===== config.mk =====
export PLATFORM = sky130hd
export DESIGN_NAME = id_ex_stage
export DESIGN_NICKNAME = d
export VERILOG_FILES = /design/src/rtl/id_ex_stage.sv
export SDC_FILE = /design/constraint.sdc
export NUM_CORES = 1
export LEC_CHECK = 0
export ABC_AREA = 0
export BUFFER_PORTS_ARGS = -buffer_cell sky130_fd_sc_hd__buf_2
export CORE_AREA = 2 2 136 138
export CTS_BUF_LIST = sky130_fd_sc_hd__clkbuf_8
export DETAILED_ROUTE_END_ITERATION = 10
export DIE_AREA = 0 0 138 140
export PLACE_DENSITY = 0.68
export SYNTH_ARGS = -nofsm -noshare
export SYNTH_HDL_FRONTEND = slang
export SYNTH_SLANG_ARGS = --single-unit

===== constraint.sdc =====
create_clock -name clk -period 2.4 [get_ports clk]
set_input_delay 0 -clock clk [delete_from_list [all_inputs] [get_ports clk]]
set_output_delay 0 -clock clk [all_outputs]
set_load 0.01 [all_outputs]

===== src/rtl/id_ex_stage.sv =====
`default_nettype none
// ============================================================================
//  Module   : id_ex_stage
//  Purpose  : ID/EX pipeline register with load-use bubble insertion, flush,
//             global hold and saturating bubble/flush counters.
//  Revision : 1.0
// ============================================================================
module id_ex_stage #(
    parameter int         XLEN      = 32,
    parameter int         CNT_W     = 16,
    parameter logic [1:0] WSEL_LOAD = 2'b01
) (
    input  logic             clk,
    input  logic             rst_n,
    input  logic             hold_i,
    input  logic             ex_flush_i,
    input  logic             id_have_inst,
    input  logic             id_read_rD1,
    input  logic             id_read_rD2,
    input  logic [4:0]       id_rs1,
    input  logic [4:0]       id_rs2,
    input  logic [4:0]       id_rd,
    input  logic             id_rf_we,
    input  logic [1:0]       id_rf_wsel,
    input  logic [3:0]       id_alu_op,
    input  logic             id_alub_sel,
    input  logic             id_ram_we,
    input  logic [2:0]       id_branch,
    input  logic [XLEN-1:0]  id_pc,
    input  logic [XLEN-1:0]  id_rD1,
    input  logic [XLEN-1:0]  id_rD2,
    input  logic [XLEN-1:0]  id_ext,
    output logic             ex_have_inst,
    output logic             ex_read_rD1,
    output logic             ex_read_rD2,
    output logic [4:0]       ex_rs1,
    output logic [4:0]       ex_rs2,
    output logic [4:0]       ex_rd,
    output logic             ex_rf_we,
    output logic [1:0]       ex_rf_wsel,
    output logic [3:0]       ex_alu_op,
    output logic             ex_alub_sel,
    output logic             ex_ram_we,
    output logic [2:0]       ex_branch,
    output logic [XLEN-1:0]  ex_pc,
    output logic [XLEN-1:0]  ex_rD1,
    output logic [XLEN-1:0]  ex_rD2,
    output logic [XLEN-1:0]  ex_ext,
    output logic             stall_o,
    output logic [CNT_W-1:0] stall_cnt_o,
    output logic [CNT_W-1:0] flush_cnt_o
);

    localparam logic [CNT_W-1:0] c_CNT_MAX = {CNT_W{1'b1}};

    logic             r_have_inst;
    logic             r_read_rD1;
    logic             r_read_rD2;
    logic [4:0]       r_rs1;
    logic [4:0]       r_rs2;
    logic [4:0]       r_rd;
    logic             r_rf_we;
    logic [1:0]       r_rf_wsel;
    logic [3:0]       r_alu_op;
    logic             r_alub_sel;
    logic             r_ram_we;
    logic [2:0]       r_branch;
    logic [XLEN-1:0]  r_pc;
    logic [XLEN-1:0]  r_rD1;
    logic [XLEN-1:0]  r_rD2;
    logic [XLEN-1:0]  r_ext;
    logic [CNT_W-1:0] r_stall_cnt;
    logic [CNT_W-1:0] r_flush_cnt;

    logic w_ex_is_load;
    logic w_src_match;
    logic w_load_use;
    logic w_bubble;
    logic w_clear;
    logic w_load;

    // Hazard only when the EX load really writes a nonzero register that ID reads.
    assign w_ex_is_load = r_have_inst & r_rf_we & (r_rf_wsel == WSEL_LOAD) & (r_rd != 5'd0);
    assign w_src_match  = (id_read_rD1 & (id_rs1 == r_rd)) | (id_read_rD2 & (id_rs2 == r_rd));
    assign w_load_use   = w_ex_is_load & id_have_inst & w_src_match;
    assign stall_o      = w_load_use & ~ex_flush_i & ~hold_i;

    assign w_bubble = ex_flush_i | w_load_use;
    assign w_clear  = ~rst_n | (~hold_i & w_bubble);
    assign w_load   = rst_n & ~hold_i & ~w_bubble;

    always_ff @(posedge clk) begin
        if (w_clear) begin
            r_have_inst <= 1'b0;
            r_read_rD1  <= 1'b0;
            r_read_rD2  <= 1'b0;
            r_rs1       <= '0;
            r_rs2       <= '0;
            r_rd        <= '0;
            r_rf_we     <= 1'b0;
            r_rf_wsel   <= '0;
            r_alu_op    <= '0;
            r_alub_sel  <= 1'b0;
            r_ram_we    <= 1'b0;
            r_branch    <= '0;
            r_pc        <= '0;
            r_rD1       <= '0;
            r_rD2       <= '0;
            r_ext       <= '0;
        end else if (w_load) begin
            r_have_inst <= id_have_inst;
            r_read_rD1  <= id_read_rD1;
            r_read_rD2  <= id_read_rD2;
            r_rs1       <= id_rs1;
            r_rs2       <= id_rs2;
            r_rd        <= id_rd;
            r_rf_we     <= id_rf_we;
            r_rf_wsel   <= id_rf_wsel;
            r_alu_op    <= id_alu_op;
            r_alub_sel  <= id_alub_sel;
            r_ram_we    <= id_ram_we;
            r_branch    <= id_branch;
            r_pc        <= id_pc;
            r_rD1       <= id_rD1;
            r_rD2       <= id_rD2;
            r_ext       <= id_ext;
        end
    end

    // A flush takes precedence, so a simultaneous load-use is not counted.
    always_ff @(posedge clk) begin
        if (!rst_n) begin
            r_stall_cnt <= '0;
            r_flush_cnt <= '0;
        end else if (!hold_i) begin
            if (ex_flush_i) begin
                if (r_flush_cnt != c_CNT_MAX) begin
                    r_flush_cnt <= r_flush_cnt + 1'b1;
                end
            end else if (w_load_use) begin
                if (r_stall_cnt != c_CNT_MAX) begin
                    r_stall_cnt <= r_stall_cnt + 1'b1;
                end
            end
        end
    end

    assign ex_have_inst = r_have_inst;
    assign ex_read_rD1  = r_read_rD1;
    assign ex_read_rD2  = r_read_rD2;
    assign ex_rs1       = r_rs1;
    assign ex_rs2       = r_rs2;
    assign ex_rd        = r_rd;
    assign ex_rf_we     = r_rf_we;
    assign ex_rf_wsel   = r_rf_wsel;
    assign ex_alu_op    = r_alu_op;
    assign ex_alub_sel  = r_alub_sel;
    assign ex_ram_we    = r_ram_we;
    assign ex_branch    = r_branch;
    assign ex_pc        = r_pc;
    assign ex_rD1       = r_rD1;
    assign ex_rD2       = r_rD2;
    assign ex_ext       = r_ext;
    assign stall_cnt_o  = r_stall_cnt;
    assign flush_cnt_o  = r_flush_cnt;

endmodule
`default_nettype wire


**Yosys cells after proc, flatten, opt, wreduce, memory -nomap -nowiden**

Cells that the tools add are included.

- Flip-flop bits (word level): 190
- Input port bits: 162
- Output and inout bits: 191
- Logic and storage cells: 47

- Add/sub/neg operators: 2
- Equality and inequality tests: 5
- Bitwise gates (word level): 19
- Reductions and logical operators: 3

Operator list:

| cell | number |
|---|---|
| adder 16 x 1 -> 16 bit (second input constant) | 2 |
| != test 16 bit (second input constant) | 2 |
| AND 1 bit | 12 |
| equality test 5 bit | 2 |
| nonzero test 5 bit | 1 |
| NOT 1 bit | 4 |
| AND reduction 4 bit | 1 |
| OR 1 bit | 3 |
| AND reduction 3 bit | 1 |
| equality test 2 x 1 -> 1 bit (second input constant) | 1 |

**Logic depth before layout (Yosys ltp)**

Gate-level depths: netlist of the first run.

- Word-level depth: 8
- Depth in mapped cells: 8
- Mapped depth without buffers: 6

**Least setup slack after synthesis of the first run**

Ideal clock, no wire load.

- Path kind: register -> register
- Start point: register r_rd[2] (netlist: ex_rd[2])
- End point: register r_rd[0] (netlist: ex_rd[0])
- Setup time: 117 ps
- Data arrival time: 1849 ps
- Data required time: 2283 ps
- Slack: 435 ps
- Stages on the path, launching flop included: 9
- Buffers on the path: 3
- Clock period less this slack: 1965 ps
- Cell sequence: dfxtp_1 xor2_1 nor4_1 a32oi_1 o211a_1 buf_2 buf_6 buf_6 a22o_1

- Cells in the longest elaborated chain, start to end: 7
- Elaborated cells on any way between the ends: 14
- Those cells by class: eq/ne (2); bitwise (11); reduce/logical (1)

Ends and longest elaborated chain:

| what | RTL line | source |
|---|---|---|
| start: declaration | 61 | `logic [4:0] r_rd;` |
| start signal: assignment | 116 | `r_rd <= id_rd;` |
| equality test 5 bit / nonzero test 5 bit (equally long branches) | 84, 83 |  |
| AND 1 bit, on equally long branches | 84, 83 |  |
| OR 1 bit / AND 1 bit (equally long branches) | 84, 85 |  |
| AND 1 bit * | 85 | `assign w_load_use = w_ex_is_load & id_have_inst & w_src_match;` |
| OR 1 bit * | 88 | `assign w_bubble = ex_flush_i \| w_load_use;` |
| AND 1 bit / NOT 1 bit (equally long branches) | 89, 90 |  |
| OR 1 bit / AND 1 bit (equally long branches) | 89, 90 |  |

Mark *: on every way between the ends. The rest lies on a longest branch, timed or not.
A chain may end at the register's enable or synchronous reset.

**Final worst setup path of the first run**

- Start point: register r_rf_wsel[0] (netlist: ex_rf_wsel[0])
- End point: output port stall_o

- Cells in the longest elaborated chain, start to end: 7

Ends and longest elaborated chain:

| what | RTL line | source |
|---|---|---|
| start: declaration | 63 | `logic [1:0] r_rf_wsel;` |
| start signal: assignment | 118 | `r_rf_wsel <= id_rf_wsel;` |
| equality test 2 x 1 -> 1 bit | 83 | `assign w_ex_is_load = r_have_inst & r_rf_we & (r_rf_wsel == WSEL_LOAD) & (r_rd != 5'd0);` |
| AND 1 bit (2 in a row) | 83 |  |
| AND 1 bit (2 in a row) | 85 |  |
| AND 1 bit (2 in a row) | 86 | `assign stall_o = w_load_use & ~ex_flush_i & ~hold_i;` |
| end: declaration | 49 | `output logic stall_o,` |

Every way passes these cells.

==> results of run 1 <==
placed cells by master, fill, tap and decap left out, drive strengths merged, types with 2 or more instances in the layout:
| cell | count |
|---|---|
| nor3 | 6 |
| and4 | 2 |
| xnor2 | 6 |
| bufinv | 5 |
| a22o | 158 |
| and2 | 2 |
| o21ai | 7 |
| nand4 | 9 |
| nor2 | 13 |
| nand2b | 8 |
| nand2 | 27 |
| or3 | 4 |
| nand3 | 12 |
| and3 | 4 |
| ha | 2 |
| xor2 | 12 |
| o211a | 2 |
| o31ai | 6 |
| nor2b | 3 |
| inv | 10 |
| clkbuf | 17 |
| dfxtp | 190 |
| dlygate4sd3 | 159 |
| a21oi | 11 |
| buf | 364 |
| or4 | 8 |
| mux2i | 8 |
| nor4 | 11 |
layer usage:
layer,GRT usage (%),vias to the layer above
li1,-,3173
met1,27.0,3147
met2,39.7,304
met3,6.32,42
met4,8.86,0
met5,0,-
final cells by class:
cell class	instances	area (um2)
multi-input combinational	334	2500
clock inverter	13	210
sequential	190	3800
fill	1462	7210
inverter	4	15.0
tap	229	287
clock buffer	17	234
timing repair buffer	523	3520
registers in the layout, summed over array words and instances (netlist names):
name          cells
ex_rf_we          1
stall_cnt_o      16
ex_ram_we         1
ex_rs1            5
ex_rs2            5
ex_read_rD1       1
ex_rD2           32
flush_cnt_o      16
ex_rf_wsel        2
ex_branch         3
ex_pc            32
ex_have_inst      1
ex_read_rD2       1
ex_ext           32
ex_alub_sel       1
ex_alu_op         4
ex_rD1           32
ex_rd             5
cell families after synthesis:
logic type               synth area share (%)
multiplexers                             1.21
AND/OR/NAND/NOR                          9.13
flip-flops                               57.7
adder cells (fa/ha/maj)                 0.379
AO/OA/AOI/OAI                            24.7
XOR/XNOR                                 2.39
buffers and inverters                    4.52
final timing paths:
| kind | start | depth (start not counted) | endpoint | slack, ns |
|---|---|---|---|---|
| max | ex_rf_wsel[0] | 5 | stall_o | 0.30 |
| min | rst_n | 3 | flush_cnt_o[1] | 0.03 |
| min reg2reg | ex_ext[24] | 1 | ex_ext[24] | 0.47 |
| max reg2reg | ex_rf_wsel[0] | 5 | stall_cnt_o[15] | 0.31 |
critical path, cell delays in order (launching register included):
cell      delay, ns
dfxtp_1        0.44
nand4_1        0.18
a211oi_2       0.29
nand2_1        0.33
nor2_1         0.22
buf_2          0.18
synthesized netlist by cell type (2+ instances only):
| library cell | count | area, um2 |
|---|---|---|
| dfxtp_1 | 190 | 3800 |
| a22o_1 | 158 | 1380 |
| nand2_1 | 27 | 101 |
| clkbuf_1 | 23 | 86.3 |
| buf_6 | 14 | 158 |
| nor2_1 | 13 | 48.8 |
| nand3_1 | 12 | 60.1 |
| xor2_1 | 12 | 105 |
| a21oi_1 | 11 | 55.1 |
| nor4_1 | 11 | 68.8 |
| nand4_1 | 9 | 56.3 |
| mux2i_1 | 8 | 80.1 |
| nand2b_1 | 8 | 50.1 |
| or4_1 | 8 | 60.1 |
| buf_2 | 7 | 35.0 |
| o21ai_0 | 7 | 35.0 |
| nor3_1 | 6 | 30.0 |
| o31ai_1 | 6 | 45.0 |
| xnor2_1 | 6 | 52.6 |
| and3_1 | 4 | 25.0 |
| inv_1 | 4 | 15.0 |
| or3_1 | 4 | 25.0 |
| nor2b_1 | 3 | 18.8 |
| and2_1 | 2 | 12.5 |
| and4_1 | 2 | 17.5 |
| ha_1 | 2 | 25.0 |
| o211a_1 | 2 | 20.0 |
report_power, final:
| group | switching [mW] | leakage (nW) | total [mW] | internal [mW] |
|---|---|---|---|---|
| Sequential | 0.0670 | 1.55 | 3.32 | 3.26 |
| Clock | 1.16 | 0.225 | 2.40 | 1.24 |
| Combinational | 0.332 | 3.23 | 0.776 | 0.444 |
| Total | 1.56 | 5.00 | 6.50 | 4.94 |
==> qor.yml, run 1 <==
run_status:
  outcome: "completed"
routing:
  num_vias: 6666
  drt-vias-per-instance: 5.09
  wl_met3_um: 1490
  wl_per_cell_um: 17.4
  ant_nets: 0
  drc: 0
  dr_wl_met2_um: 11400
  drt_iter0_drc: 307
  first_pass_iters: 4
  wl_met1_um: 9250
  routed_wl_um: 22800
  route.top_layer_used: "met4"
clock_tree:
  cts_tree: "done"
  cts_hold_buf: 159
  cts_buffer_depth: 2
  htreeDepth: 4
  clk_latency_ns: 0.46
  clk_pin_slew_worst_paths_ns: 0.09
  cts.sinks: 190
  cts_buffers: 17
  postCtsSetupRepairBufs: 0
  cts.repair.resized: 0
  cts_root_buf: "clkbuf_8"
yosys:
  synth_cells: 573
  avgSynthCellArea_um2: 11.5
  synth_edf_count: 0
  ys_async_sr_fraction_pct: 0
  syn_nets: 737
  yosys_warnings: 0
  syn_area_um2: 6600
  yosysUniqueCellTypes: 41
  synth_ff_type: "dfxtp_1"
  yosysSeqAreaShare_pct: 57.7
  ys_ff_latch: 190
critical_path:
  start_kind: "register"
  crit_required_ns: 2.40
  crit_fanout: 14
  end_kind: "output pin"
  crit_arrival_ns: 2.10
  crit_type: "reg2out"
timing:
  worst_slack_ns: 0.302
  fmax_mhz: 477
  hold_viol_final: 0
  finalCriticalPeriod_ns: 2.10
  fin_tns_setup_ns: 0
  finalHoldWorstSlack_ns: 0.0341
  final-max-slew-violation-count: 0
  rsz0062_at_grt: "no"
  tightestPinTransition_ns: 0.505
  finalCritPeriodShare_pct: 87.4
  slew_headroom_pct: 66.4
  setup_viol: 0
  skew_ns: 0.0151
job:
  drv_cap: 0
final_layout:
  final_nets: 1234
  layout-drive-gt1-share_pct: 36.7
  diodes: 0
  post-route-util_pct: 59.5
  area_growth_pct: 60.3
  final_area_um2: 10600
  instances_no_fill: 1310
die:
  die-area_um2: 19300
  core_um2: 17800
  pin_count: 353
  die_width_um: 138
  fp.dieH_um: 140
  rows: 49
  initial_utilization_pct: 37.1
placement:
  hpwlAfterDp_um: 14200
  preCtsSetupSlack_ns: 0.365
  dpl_cell_area_um2: 8540
  portBuffers: 352
  dp_cells: 1121
  gp_congestion: 0.789
power_and_ir_drop:
  power_mw: 6.50
  p_per_area_nw_per_um2: 615
  vdd_drop_max_v: 0.000395
  leakage_nw: 5.00
global_route:
  grt-ovfl-total: 0
  grt_usage_pct: 22.9
  antenna_found_initial: 0
  grt_max_degree: 89
  grt_pass1_wl_um: 35700
  grt_pass1_vias: 6678
hold_path:
  min_path_type: "in2reg"
Note: power is estimated with default switching activity, not from simulation.
==> run 2: changes to the inputs <==
--- a/config.mk
+++ b/config.mk
@@ -9,6 +9,7 @@
 export BUFFER_PORTS_ARGS = -buffer_cell sky130_fd_sc_hd__buf_2
 export CORE_AREA = 2 2 136 138
 export CTS_BUF_LIST = sky130_fd_sc_hd__clkbuf_8
+export CTS_CLUSTER_DIAMETER = 50
 export DETAILED_ROUTE_END_ITERATION = 10
 export DIE_AREA = 0 0 138 140
 export PLACE_DENSITY = 0.68
==> constraint.sdc (replaced) <==
create_clock -name clk -period 2.6 [get_ports clk]
set_input_delay 0 -clock clk [delete_from_list [all_inputs] [get_ports clk]]
set_output_delay 0 -clock clk [all_outputs]
set_load 0.01 [all_outputs]
==> qor.yml, run 2 (synthesized netlist as in run 1, its figures left out) <==
placement:
  dpl_cell_area_um2: 8500
  gp_congestion: 0.814
  dp_cells: 1119
  preCtsSetupSlack_ns: 0.367
  hpwlAfterDp_um: 14100
  portBuffers: 352
timing:
  rsz0062_at_grt: "no"
  fin_tns_setup_ns: 0
  finalCritPeriodShare_pct: 87.8
  final-max-slew-violation-count: 0
  finalCriticalPeriod_ns: 2.28
  worst_slack_ns: 0.317
  skew_ns: 0.0158
  finalHoldWorstSlack_ns: 0.285
  hold_viol_final: 0
  setup_viol: 0
  fmax_mhz: 438
  slew_headroom_pct: 64.5
  tightestPinTransition_ns: 0.529
die:
  fp.dieH_um: 140
  pin_count: 353
  core_um2: 17800
  die_width_um: 138
  rows: 49
  die-area_um2: 19300
  initial_utilization_pct: 37.1
hold_path:
  min_path_cells: 3
  min_path_type: "in2reg"
routing:
  drt-vias-per-instance: 5.06
  drc: 0
  ant_nets: 0
  num_vias: 6650
  first_pass_iters: 4
  wl_per_cell_um: 17.3
  drt_iter0_drc: 361
  routed_wl_um: 22700
critical_path:
  crit_start: "ex_rd[4]"
  rr_startpoint: "ex_rd[4]"
  crit_required_ns: 2.99
  cp-endpoint: "ex_pc[15]"
  crit_fanout: 38
  crit_arrival_ns: 2.67
  start_kind: "register"
  r2r_cells: 6
  r2r_setup_slack_ns: 0.32
  crit_type: "reg2reg"
  r2r-end: "ex_pc[15]"
  end_kind: "register"
global_route:
  use_met3_pct: 6.26
  use_met1_pct: 27.3
  grt_max_degree: 74
  antenna_found_initial: 0
  grt_pass1_wl_um: 35600
  busiest_layer: "met2"
  grt_pass1_vias: 6635
  grt-ovfl-total: 0
  grt_use_met2_pct: 38.5
  grt_usage_pct: 22.6
power_and_ir_drop:
  p_comb_share_pct: 12.6
  seq_power_share_pct: 54.3
  clkPwrFrac_pct: 33.1
  power_mw: 5.65
  leakage_nw: 4.95
  power.internal_mw: 4.14
  p_sw_mw: 1.51
  vdd_drop_max_v: 0.000291
  switching_share_pct: 26.7
  p_per_area_nw_per_um2: 539
clock_tree:
  clk_latency_ns: 0.46
  cts_hold_buf: 161
  cts_buffer_depth: 2
  cts_buffers: 17
  cts_tree: "done"
  cts_root_buf: "clkbuf_8"
  clk_pin_slew_worst_paths_ns: 0.11
  cts.sinks: 190
  cts.repair.resized: 0
  htreeDepth: 4
  postCtsSetupRepairBufs: 0
final_layout:
  final_common_cell: "buf_2"
  nFillCells: 1478
  post-route-util_pct: 59.0
  final_cell_mix: "buf_2, dfxtp_1, dlygate4sd3_1"
  final_area_um2: 10500
  final_nets: 1234
  layout-drive-gt1-share_pct: 36.7
  instances_no_fill: 1313
  ff_latch_area_um2: 3800
  multi_input_area_um2: 2500
  area_growth_pct: 59.0
run_status:
  outcome: "completed"
job:
  drv_cap: 0
==> run 2: worst min path at each step <==
stage	slack (ns)	endpoint	startpoint
6_report	0.28	ex_rD2[2]	id_rD2[2]
5_1_grt	0.25	ex_rD2[2]	id_rD2[2]
4_1_cts	0.24	ex_rD2[14]	id_rD2[14]
3_5_place_dp	0.22	ex_ext[10]	id_ext[10]
3_3_place_gp	0.21	ex_rD2[11]	id_rD2[11]
2_1_floorplan	0.13	ex_alu_op[0]	id_alu_op[0]
==> run 2: worst max-delay path, stage by stage, from the launching register on <==
cell and delay (ns):
dfxtp_1 0.43, xor2_1 0.25, nor4_1 0.09, a32oi_1 0.28, o211a_4 0.53, buf_4 0.39
a22o_1 0.22
==> run 2: area by class of cell <==
type	count	area share, %
flip-flops and latches	190	36.3
multi-input cells	334	23.9
repair buffers	523	33.4
clock buffers	18	2.36
inverters	4	0.143
clock inverters	13	1.22
well taps	229	2.73
diodes	2	0.0477
==> run 2: power groups by stage <==
stage                     Clock (mW)  Combinational, mW  Sequential (mW)
after CTS                       1.93              0.701             3.06
after detailed placement           0              0.510             3.13
after global placement             0              0.502             3.13
final                           1.87              0.712             3.07
after floorplan                    0              0.193             3.17
after global routing            2.06              0.761             3.08
==> run 2: layer usage <==
metal  share of wire [%]  wire, um
met2                  49     11200
met5                   0         0
met4                 2.7       609
met1                  41      9380
met3                 6.6      1490
